==> config.mk <==
export PLATFORM = sky130hd
export DESIGN_NAME = ycrcb2rgb
export DESIGN_NICKNAME = d
export VERILOG_FILES = /design/src/rtl/ycrcb2rgb.sv
export SDC_FILE = /design/constraint.sdc
export NUM_CORES = 1
export LEC_CHECK = 0
export CAP_MARGIN = 20
export CORE_AREA = 2 2 180 182
export CTS_BUF_LIST = sky130_fd_sc_hd__clkbuf_4 sky130_fd_sc_hd__clkbuf_8
export CTS_CLUSTER_DIAMETER = 40
export DETAILED_ROUTE_END_ITERATION = 7
export DIE_AREA = 0 0 182 184
export PLACE_DENSITY = 0.53
export SYNTH_ARGS = -nofsm -noshare
export SYNTH_HDL_FRONTEND = slang
export SYNTH_SLANG_ARGS = --single-unit
==> constraint.sdc <==
create_clock -name clk -period 5.4 [get_ports clk]
set_input_delay 1.08 -clock clk [delete_from_list [all_inputs] [get_ports clk]]
set_output_delay 1.08 -clock clk [all_outputs]
set_load 0.01 [all_outputs]
==> src/rtl/ycrcb2rgb.sv <==
// ycrcb2rgb: JFIF full-range YCbCr -> RGB converter, 8 bits per component.
// Three register stages, one pixel per clock, Q13 fixed-point coefficients.
//
// Strobe protocol: data_in is taken on any rising edge where enable=1 and
// rst=0. Exactly one enable_out pulse follows each accepted pixel, in order,
// three register stages later. There is no backpressure, so the consumer
// must take data_out on every cycle where enable_out=1. Between pulses,
// data_out holds the last converted pixel.
module ycrcb2rgb (
  input  logic        clk,
  input  logic        rst,
  input  logic        enable,
  input  logic [23:0] data_in,
  output logic [23:0] data_out,
  output logic        enable_out
);

  // Q13 coefficients
  localparam logic signed [23:0] KR   = 24'sd11485;  // 1.402
  localparam logic signed [23:0] KGB  = 24'sd2819;   // 0.344136
  localparam logic signed [23:0] KGR  = 24'sd5850;   // 0.714136
  localparam logic signed [23:0] KB   = 24'sd14516;  // 1.772
  localparam logic signed [23:0] HALF = 24'sd4096;   // round-half-up

  // Stage 1 registers
  logic [7:0]        y1;
  logic signed [8:0] cb1;
  logic signed [8:0] cr1;
  logic              v1;

  // Stage 2 registers
  logic signed [23:0] ys2;
  logic signed [23:0] pr2;
  logic signed [23:0] pgb2;
  logic signed [23:0] pgr2;
  logic signed [23:0] pb2;
  logic               v2;

  // Stage 3 combinational sums
  logic signed [23:0] r_acc;
  logic signed [23:0] g_acc;
  logic signed [23:0] b_acc;

  // Sign-extend a 9-bit chroma offset to the accumulator width.
  function automatic logic signed [23:0] sext9(input logic signed [8:0] x);
    return $signed({{15{x[8]}}, x});
  endfunction

  // Arithmetic shift right by 13 then saturate to 0..255.
  function automatic logic [7:0] clamp8(input logic signed [23:0] acc);
    logic [10:0] q;
    q = acc[23:13];
    if (q[10])          return 8'd0;
    else if (|q[9:8])   return 8'd255;
    else                return q[7:0];
  endfunction

  // Stage 1: capture Y and remove the chroma offset.
  always_ff @(posedge clk) begin
    if (rst) begin
      y1  <= '0;
      cb1 <= '0;
      cr1 <= '0;
      v1  <= 1'b0;
    end else begin
      y1  <= data_in[7:0];
      cb1 <= $signed({1'b0, data_in[15:8]}) - 9'sd128;
      cr1 <= $signed({1'b0, data_in[23:16]}) - 9'sd128;
      v1  <= enable;
    end
  end

  // Stage 2: register the four coefficient products and Y scaled to Q13.
  always_ff @(posedge clk) begin
    if (rst) begin
      ys2  <= '0;
      pr2  <= '0;
      pgb2 <= '0;
      pgr2 <= '0;
      pb2  <= '0;
      v2   <= 1'b0;
    end else begin
      ys2  <= $signed({3'b000, y1, 13'b0});
      pr2  <= KR  * sext9(cr1);
      pgb2 <= KGB * sext9(cb1);
      pgr2 <= KGR * sext9(cr1);
      pb2  <= KB  * sext9(cb1);
      v2   <= v1;
    end
  end

  // Stage 3 sums; 24 bits signed covers the worst case without overflow.
  always_comb begin
    r_acc = ys2 + pr2 + HALF;
    g_acc = ys2 - pgb2 - pgr2 + HALF;
    b_acc = ys2 + pb2 + HALF;
  end

  // Stage 3: round, clamp and register the output; hold data_out when idle.
  always_ff @(posedge clk) begin
    if (rst) begin
      data_out   <= '0;
      enable_out <= 1'b0;
    end else begin
      enable_out <= v2;
      if (v2) begin
        data_out <= {clamp8(b_acc), clamp8(g_acc), clamp8(r_acc)};
      end
    end
  end

endmodule

==> impl_results.md, run 1 <==
* Total of max-cap violations at 0
* Syn_nets at ~1700
* Least-Margin Pin Slew at just over 0.8 ns
* # diodes at 0
* Post-Syn Instances at between 1000 and 1500
* RSZ-0062 raised after global routing: no
* Die area at approximately 0.033 sq mm
* Drt wl/cell at 14.5 microns
* CTS clk-pin slew, worst paths at ~0.090 ns
* Status: finished, final reports clean
* Met1 wire length at around 13000 microns
* Met2 WL at around 12000 microns
* Layout cells sized above 1 at under 10%
* Post-CTS Setup Repair Bufs at 0
* Switching Power at around 0.0017 W
* Avg Cell Area, Syn at around 9.4 sq um
* Rel. slew slack at around 45%
* Fin crit period at roughly 5 ns
* Via density at 4.87
* Final setup viols at 0
* Critical path launch point type: flop
* CTS root buf: clkbuf_8
* CP startpoint: cr1[4]
* Final WL at 26100 microns
* HP Start: y1[7]
* DR top layer: met4
* Fin Clk Skew at between 0.015 and 0.02 ns
* Area leader, netlist: ha_1
* Yosys reg bits at about 130
* # DRC at 0
* Top cells by area, synth: ha_1 (28%), dfxtp_1 (20%), fa_1 (16%), inv_1 (7.3%), nor2b_1 (2.7%)
* CTS Sinks at ~130
* Combinational share of power at 52.8%
* Chip Width at about 180 microns
* Worst r2r src: cr1[4]
* All-Layer GR Usage at between 15 and 20%
* Post-synth EDFFs at 0
* Later-pin clock latency in the skew report at ~0.44 ns
* Worst endpoint required time at between 5 and 6 ns
* Drt first pass iters at 4
* Fin. max-slew vios at 0
* Internal at roughly 0.0025 W
* Max Freq at a little under 200 MHz
* Cts bufs inserted at 17
* Ys async rst share at 0%
* Worst Path Arrival at approximately 5.5 ns
* Setup TNS at 0 ns
* Design Power at 0.00425 W
* Synth cell types at roughly 70
* IO Count at 52
* Clock power share at between 20% and 30%
* Gpl congestion at ~0.86
* Fin. Hold Viols at 0
* Clock tree buffer depth at 2
* First-pass GRT wire length at 45300 microns
* WL met3 at about 600 microns
* Pleak at a little over 7 nW
* DP Wirelength at around 22000 microns
* Most used DFF post-synth: dfxtp_1
* Number of global-route vias before repair at around 9000
* Die Y at between 150 and 200 microns
* Antenna viol nets, final at 0
* CTS tree: done
* Final Net Count at between 1500 and 2000
* Synthesized area at about 0.012 sq mm
* Row cnt at 65
* Final period util at 95.2%
* Tightest Hold Check Type: reg2reg
* Post-synth top area share at between 20 and 30%
* 1st-iter DRT viols at between 300 and 400
* Total number of vias at between 8000 and 9000
* Fill cell count at slightly above 3000
* Reg power frac at between 20 and 30%
* Yosys warning total at 0
* Peak VDD IR at between 0.2 and 0.25 mV
* Max FO, Critical Path at 5
* Initial core utilization at 39.5%
* PortBufs at between 50 and 60
* Post-cts hold buffer count at 0
* PD cells at 306 mW/mm^2
* Sw frac at 40.7%
* Sequential fraction of the synthesis area at 20.5%
* Grt ovf at 0
* Post_cts resized at 0
* WS Path Type: reg2reg
* Area grow syn2layout at 11.8%
* H-tree depth at 4
* Initial antenna violation count at 0
* Pin count of the biggest net entering global routing at 59
* Crit path capture type: flop
* Core Area at around 0.031 sq mm
## layout make-up
type | count | area, sq um | area share [%]
repair buffers | 63 | 606 | 4.36
flip-flops and latches | 127 | 2550 | 18.3
clock buffers | 21 | 277 | 1.99
well taps | 402 | 503 | 3.62
clock inverters | 11 | 129 | 0.928
inverters | 242 | 908 | 6.54
multi-input cells | 939 | 8910 | 64.2
## worst max-delay path: stages, from the launching register on
cell	delay, ns
dfxtp_2	0.37
buf_4	0.16
fa_1	0.41
fa_1	0.51
fa_1	0.45
fa_1	0.58
fa_1	0.43
ha_1	0.35
a2111oi_4	0.30
o21ai_2	0.12
a211oi_2	0.23
nor2_2	0.10
a311o_2	0.46
a21oi_1	0.24
nor2_1	0.07
o31a_1	0.23
## Yosys cell counts, types with 6 or more instances
library cell / instances
a21oi_1: 60
dfxtp_1: 127
nor2b_1: 53
or2_2: 6
nand2_1: 56
o21ai_0: 43
a211oi_1: 13
nor3_1: 18
xor2_1: 25
nor4_1: 6
nor2_1: 86
fa_1: 100
o21a_1: 11
clkbuf_1: 16
a31oi_1: 14
a21o_1: 20
and3_1: 6
inv_1: 242
or3_1: 9
ha_1: 278
xnor2_1: 33
nand3_1: 15
## final timing paths
kind	end	slack, ns	cells past startpoint
max	pr2[20]	0.26	15
min reg2reg	ys2[20]	0.45	1
max reg2reg	pr2[20]	0.26	15
min	ys2[20]	0.45	1
## kinds of logic after synthesis
kind of cell / count (synthesis) / synth area share, %
adders and majority gates: 378 / 44.1
xor gates and xnor gates: 58 / 4.09
buffers and inverters: 261 / 7.89
muxes: 6 / 0.514
and+or+nand+nor: 283 / 11.3
DFF: 127 / 20.5
AOI/OAI and AO/OA: 214 / 11.6
## metrics by stage
stage	area, sq um	instances	hold slack (ns)	utilization (%)	worst slack, ns
final	13900	1805	0.450	44.2	0.261
after global routing	13900	1805	0.466	44.2	0.00490
after CTS	13900	1805	0.456	44.2	0.141
after detailed placement	13500	1773	0.427	42.9	0.199
after global placement	13400	1772	0.422	42.8	0.246
after floorplan	12400	1327	0.414	-	0.466
## cell usage in the layout, fill, tap and decap left out, types with 6 or more instances in the layout
master           synthesis  routed
ha_1                   278     277
inv_1                  242     242
dfxtp_1                127     124
fa_1                   100     100
nor2_1                  86      85
a21oi_1                 60      60
nand2_1                 56      56
nor2b_1                 53      53
clkdlybuf4s50_1          0      50
o21ai_0                 43      43
xnor2_1                 33      33
xor2_1                  25      25
a21o_1                  20      20
clkbuf_8                 0      19
nor3_1                  18      18
nand3_1                 15      15
a31oi_1                 14      14
a211oi_1                13      12
buf_4                    0      12
o21a_1                  11      11
or3_1                    9       9
or2_2                    6       6
and3_1                   6       6
nor4_1                   6       6
## metal layers
metal,GRT usage (%),vias to the layer above
li1,-,4543
met1,23.3,4124
met2,27.8,108
met3,2.36,22
met4,4.35,0
met5,0,-
## power by group through the flow
stage               registers [W]  logic, W  clock network (W)
floorplan                 0.00114   0.00172                  0
global placement          0.00116   0.00223                  0
detailed placement        0.00116   0.00225                  0
CTS                       0.00114   0.00227           0.000906
global route              0.00115   0.00261           0.000940
finish                    0.00114   0.00224           0.000870
## registers in the layout (all words and copies together), names as in the netlist
name	flops
ys2	8
v1	1
data_out	24
pgr2	18
cr1	8
cb1	8
pr2	16
pb2	12
pgb2	22
enable_out	1
y1	8
v2	1
(Power assumes the default switching activity.)
==> inputs of run 2 (changes only) <==
--- a/config.mk
+++ b/config.mk
@@ -8,7 +8,6 @@
 export CAP_MARGIN = 20
 export CORE_AREA = 2 2 180 182
 export CTS_BUF_LIST = sky130_fd_sc_hd__clkbuf_4 sky130_fd_sc_hd__clkbuf_8
-export CTS_CLUSTER_DIAMETER = 40
 export DETAILED_ROUTE_END_ITERATION = 7
 export DIE_AREA = 0 0 182 184
 export PLACE_DENSITY = 0.53
==> results of run 2 <==
The final DEF is identical to that of run 1; final timing and power are the same.
==> inputs of run 3 (changes only) <==
==> config.mk (replaced) <==
export PLATFORM = sky130hd
export DESIGN_NAME = ycrcb2rgb
export DESIGN_NICKNAME = d
export VERILOG_FILES = /design/src/rtl/ycrcb2rgb.sv
export SDC_FILE = /design/constraint.sdc
export NUM_CORES = 1
export LEC_CHECK = 0
export ABC_CLOCK_PERIOD_IN_PS = 5400
export CAP_MARGIN = 20
export CORE_AREA = 2 2 171 173
export CTS_BUF_LIST = sky130_fd_sc_hd__clkbuf_4 sky130_fd_sc_hd__clkbuf_8
export DETAILED_ROUTE_END_ITERATION = 7
export DIE_AREA = 0 0 173 175
export PLACE_DENSITY = 0.58
export SYNTH_ARGS = -nofsm -noshare
export SYNTH_HDL_FRONTEND = slang
export SYNTH_SLANG_ARGS = --single-unit
==> impl_results.md, run 3 (synthesized netlist as in run 1, its figures left out) <==
* Status: finished, final reports clean
* DP Wirelength at 21100 microns (-2.8%)
* Clock tree buffer depth at 2 (unchanged)
* Pleak at 7.03 nW (-0.13%)
* CTS Sinks at 127 (unchanged)
* Initial core utilization at 43.7% (+4.2 points)
* CTS tree: done
* Cell chain of the critical path: ha_2, inv_1, fa_1, inv_1, fa_1, inv_1, fa_1, inv_1, ha_1, fa_1, a21o_1, a21oi_2, o21ai_1, a2111o_1, nand2_1, o21ai_1, o41a_1, mux2_2
* Pin count of the biggest net entering global routing at 70 (+19%)
* RSZ-0062 raised after global routing: no
* CP startpoint: cr1[2]
* Number of global-route vias before repair at 8677 (-3.9%)
* Grt ovf at 0 (unchanged)
* CTS root buf: clkbuf_8
* 1st-iter DRT viols at 392 (-0.76%)
* Clock power share at 22.2% (+1.7 points)
* Via density at 4.90 (+0.51%)
* Fin Clk Skew at 0.0195 ns (+0.000119 ns)
* Rel. slew slack at 51.0% (+5.6 points)
* Fin. Hold Viols at 0 (unchanged)
* FF-to-FF setup slack at 0.24 ns (-0.02 ns)
* CP bufs+invs at 4 (+3)
* Max FO, Critical Path at 6 (+1)
* Setup TNS at 0 ns (unchanged)
* WS Path Type: reg2reg
* Internal at 0.00259 W (+2.8%)
* First-pass GRT wire length at 42500 microns (-6.2%)
* Gpl congestion at 0.863 (+0.66%)
* PD cells at 313 mW/mm^2 (+2.1%)
* Fin Hold WS at 0.436 ns (-0.0136 ns)
* Total number of vias at 8739 (-0.66%)
* H-tree depth at 4 (unchanged)
* Peak VDD IR at 0.186 mV (-12%)
* Design Power at 0.00434 W (+2.0%)
* Sw frac at 40.2% (-0.44 points)
* Crit path capture type: flop
* Die area at 0.0303 sq mm (-9.6%)
* Initial antenna violation count at 0 (unchanged)
* Drt first pass iters at 4 (unchanged)
* Top Registers: data_out: 24 flops, pgb2: 22 flops, pgr2: 18 flops
* Worst hold path cell count at 1 (unchanged)
* Worst Path Arrival at 5.50 ns (+0.03 ns)
* CTS clk-pin slew, worst paths at 0.09 ns (about the same)
* All-Layer GR Usage at 17.4% (+0.47 points)
* Die Y at 175 microns (-4.9%)
* Drt wl/cell at 14.2 microns (-2.1%)
* Later-pin clock latency in the skew report at 0.45 ns (about the same)
* Hold EP: ys2[18]
* Worst r2r src: cr1[2]
* Switching Power at 0.00174 W (+0.89%)
* Final Net Count at 1792 (-0.17%)
* Total of max-cap violations at 0 (unchanged)
* # diodes at 0 (unchanged)
* Post-cts hold buffer count at 0 (unchanged)
* Area grow syn2layout at 11.7% (about the same)
* Critical path launch point type: flop
* Row cnt at 62 (-4.6%)
* Max Freq at 194 MHz (-0.35%)
* Least-Margin Pin Slew at 0.726 ns (-0.0888 ns)
* Largest incremental delay on the critical path at 0.51 ns (-0.07 ns)
* Layout cells sized above 1 at 5.36% (-0.20 points)
* Combinational share of power at 51.6% (-1.2 points)
* PortBufs at 51 (unchanged)
* Most flop-heavy register: data_out
* Final setup viols at 0 (unchanged)
* Fin crit period at 5.16 ns (+0.0182 ns)
* Final period util at 95.5% (+0.34 points)
* Reg power frac at 26.2% (-0.6 points)
* Worst endpoint required time at 5.74 ns (about the same)
* Tightest Hold Check Type: reg2reg
* Delay-heaviest family, CP: adder cells
* Core Area at 0.0284 sq mm (-9.6%)
* R2r endpoint: pgr2[21]
* Antenna viol nets, final at 0 (unchanged)
* Commonest non-fill, non-tap cell in the layout: ha_1
* Chip Width at 173 microns (-4.9%)
* IO Count at 52 (unchanged)
* Fin. max-slew vios at 0 (unchanged)
* Fill cell count at 2738 (-12%)
* Max FFs per register at 24 (unchanged)
* HP Start: y1[5]
* Slowest stage cell, crit path: fa_1
* Reg2Reg Depth at 18 (+3)
* Commonest cells after routing, fill and taps aside: ha_1 (276), inv_1 (242), dfxtp_1 (125), fa_1 (100), nor2_1 (85)
* Final WL at 25300 microns (-3.2%)
* # DRC at 0 (unchanged)
* Cts bufs inserted at 17 (unchanged)
-- run 3: cell count changes in the layout (fill, tap and decap cells not counted), moves of 2 or more --
cell,before,now
buf_4,12,9
bufinv_16,2,4
clkbuf_4,2,0
clkinv_2,2,0
ha_2,0,2
-- run 3: stage by stage --
step	instance area, sq um	util, %	std cells	setup WS, ns
2_1_floorplan	12400	-	1327	0.466
3_3_place_gp	13400	47.2	1750	0.273
3_5_place_dp	13400	47.2	1750	0.222
4_1_cts	13800	48.7	1782	0.184
5_1_grt	13900	48.9	1784	0.0252
6_report	13900	48.9	1784	0.242
-- run 3: power groups by stage --
stage | registers (W) | logic [W] | clock network, W
floorplan | 0.00114 | 0.00172 | 0
detailed placement | 0.00116 | 0.00223 | 0
CTS | 0.00114 | 0.00225 | 0.000986
finish | 0.00114 | 0.00224 | 0.000961
global route | 0.00115 | 0.00257 | 0.00102
global placement | 0.00116 | 0.00221 | 0
-- run 3: final cells by class --
cell class                      instances  area [sq um]  share of cell area [%]
Sequential cell                       127          2540                    18.3
Inverter                              242           908                    6.55
Timing Repair Buffer                   60           579                    4.18
Tap cell                              384           480                    3.46
Clock inverter                         14           204                    1.47
Clock buffer                           18           248                    1.79
Multi-Input combinational cell        939          8910                    64.2
-- run 3: timing repair --
action                                  4_1_cts  5_1_grt
endpoints found under the setup margin        0        2
resized for setup                             0        5
setup buffers                                 0        1
-- run 3: worst max-delay path by stage --
stage          endpoint  depth (start not counted)
2_1_floorplan  pgr2[21]                         18
3_3_place_gp   pgr2[21]                         18
3_5_place_dp   pgr2[21]                         18
4_1_cts        pgr2[21]                         18
5_1_grt        pgr2[21]                         18
6_report       pgr2[21]                         18
-- run 3: metal layers --
metal | track usage [%] | part of all wire (%) | vias up
met3 | 2.89 | 2.8 | 14
li1 | - | - | 4535
met1 | 23.5 | 51 | 4089
met2 | 29.5 | 46 | 101
met5 | 0 | 0 | -
met4 | 3.04 | 0.78 | 0
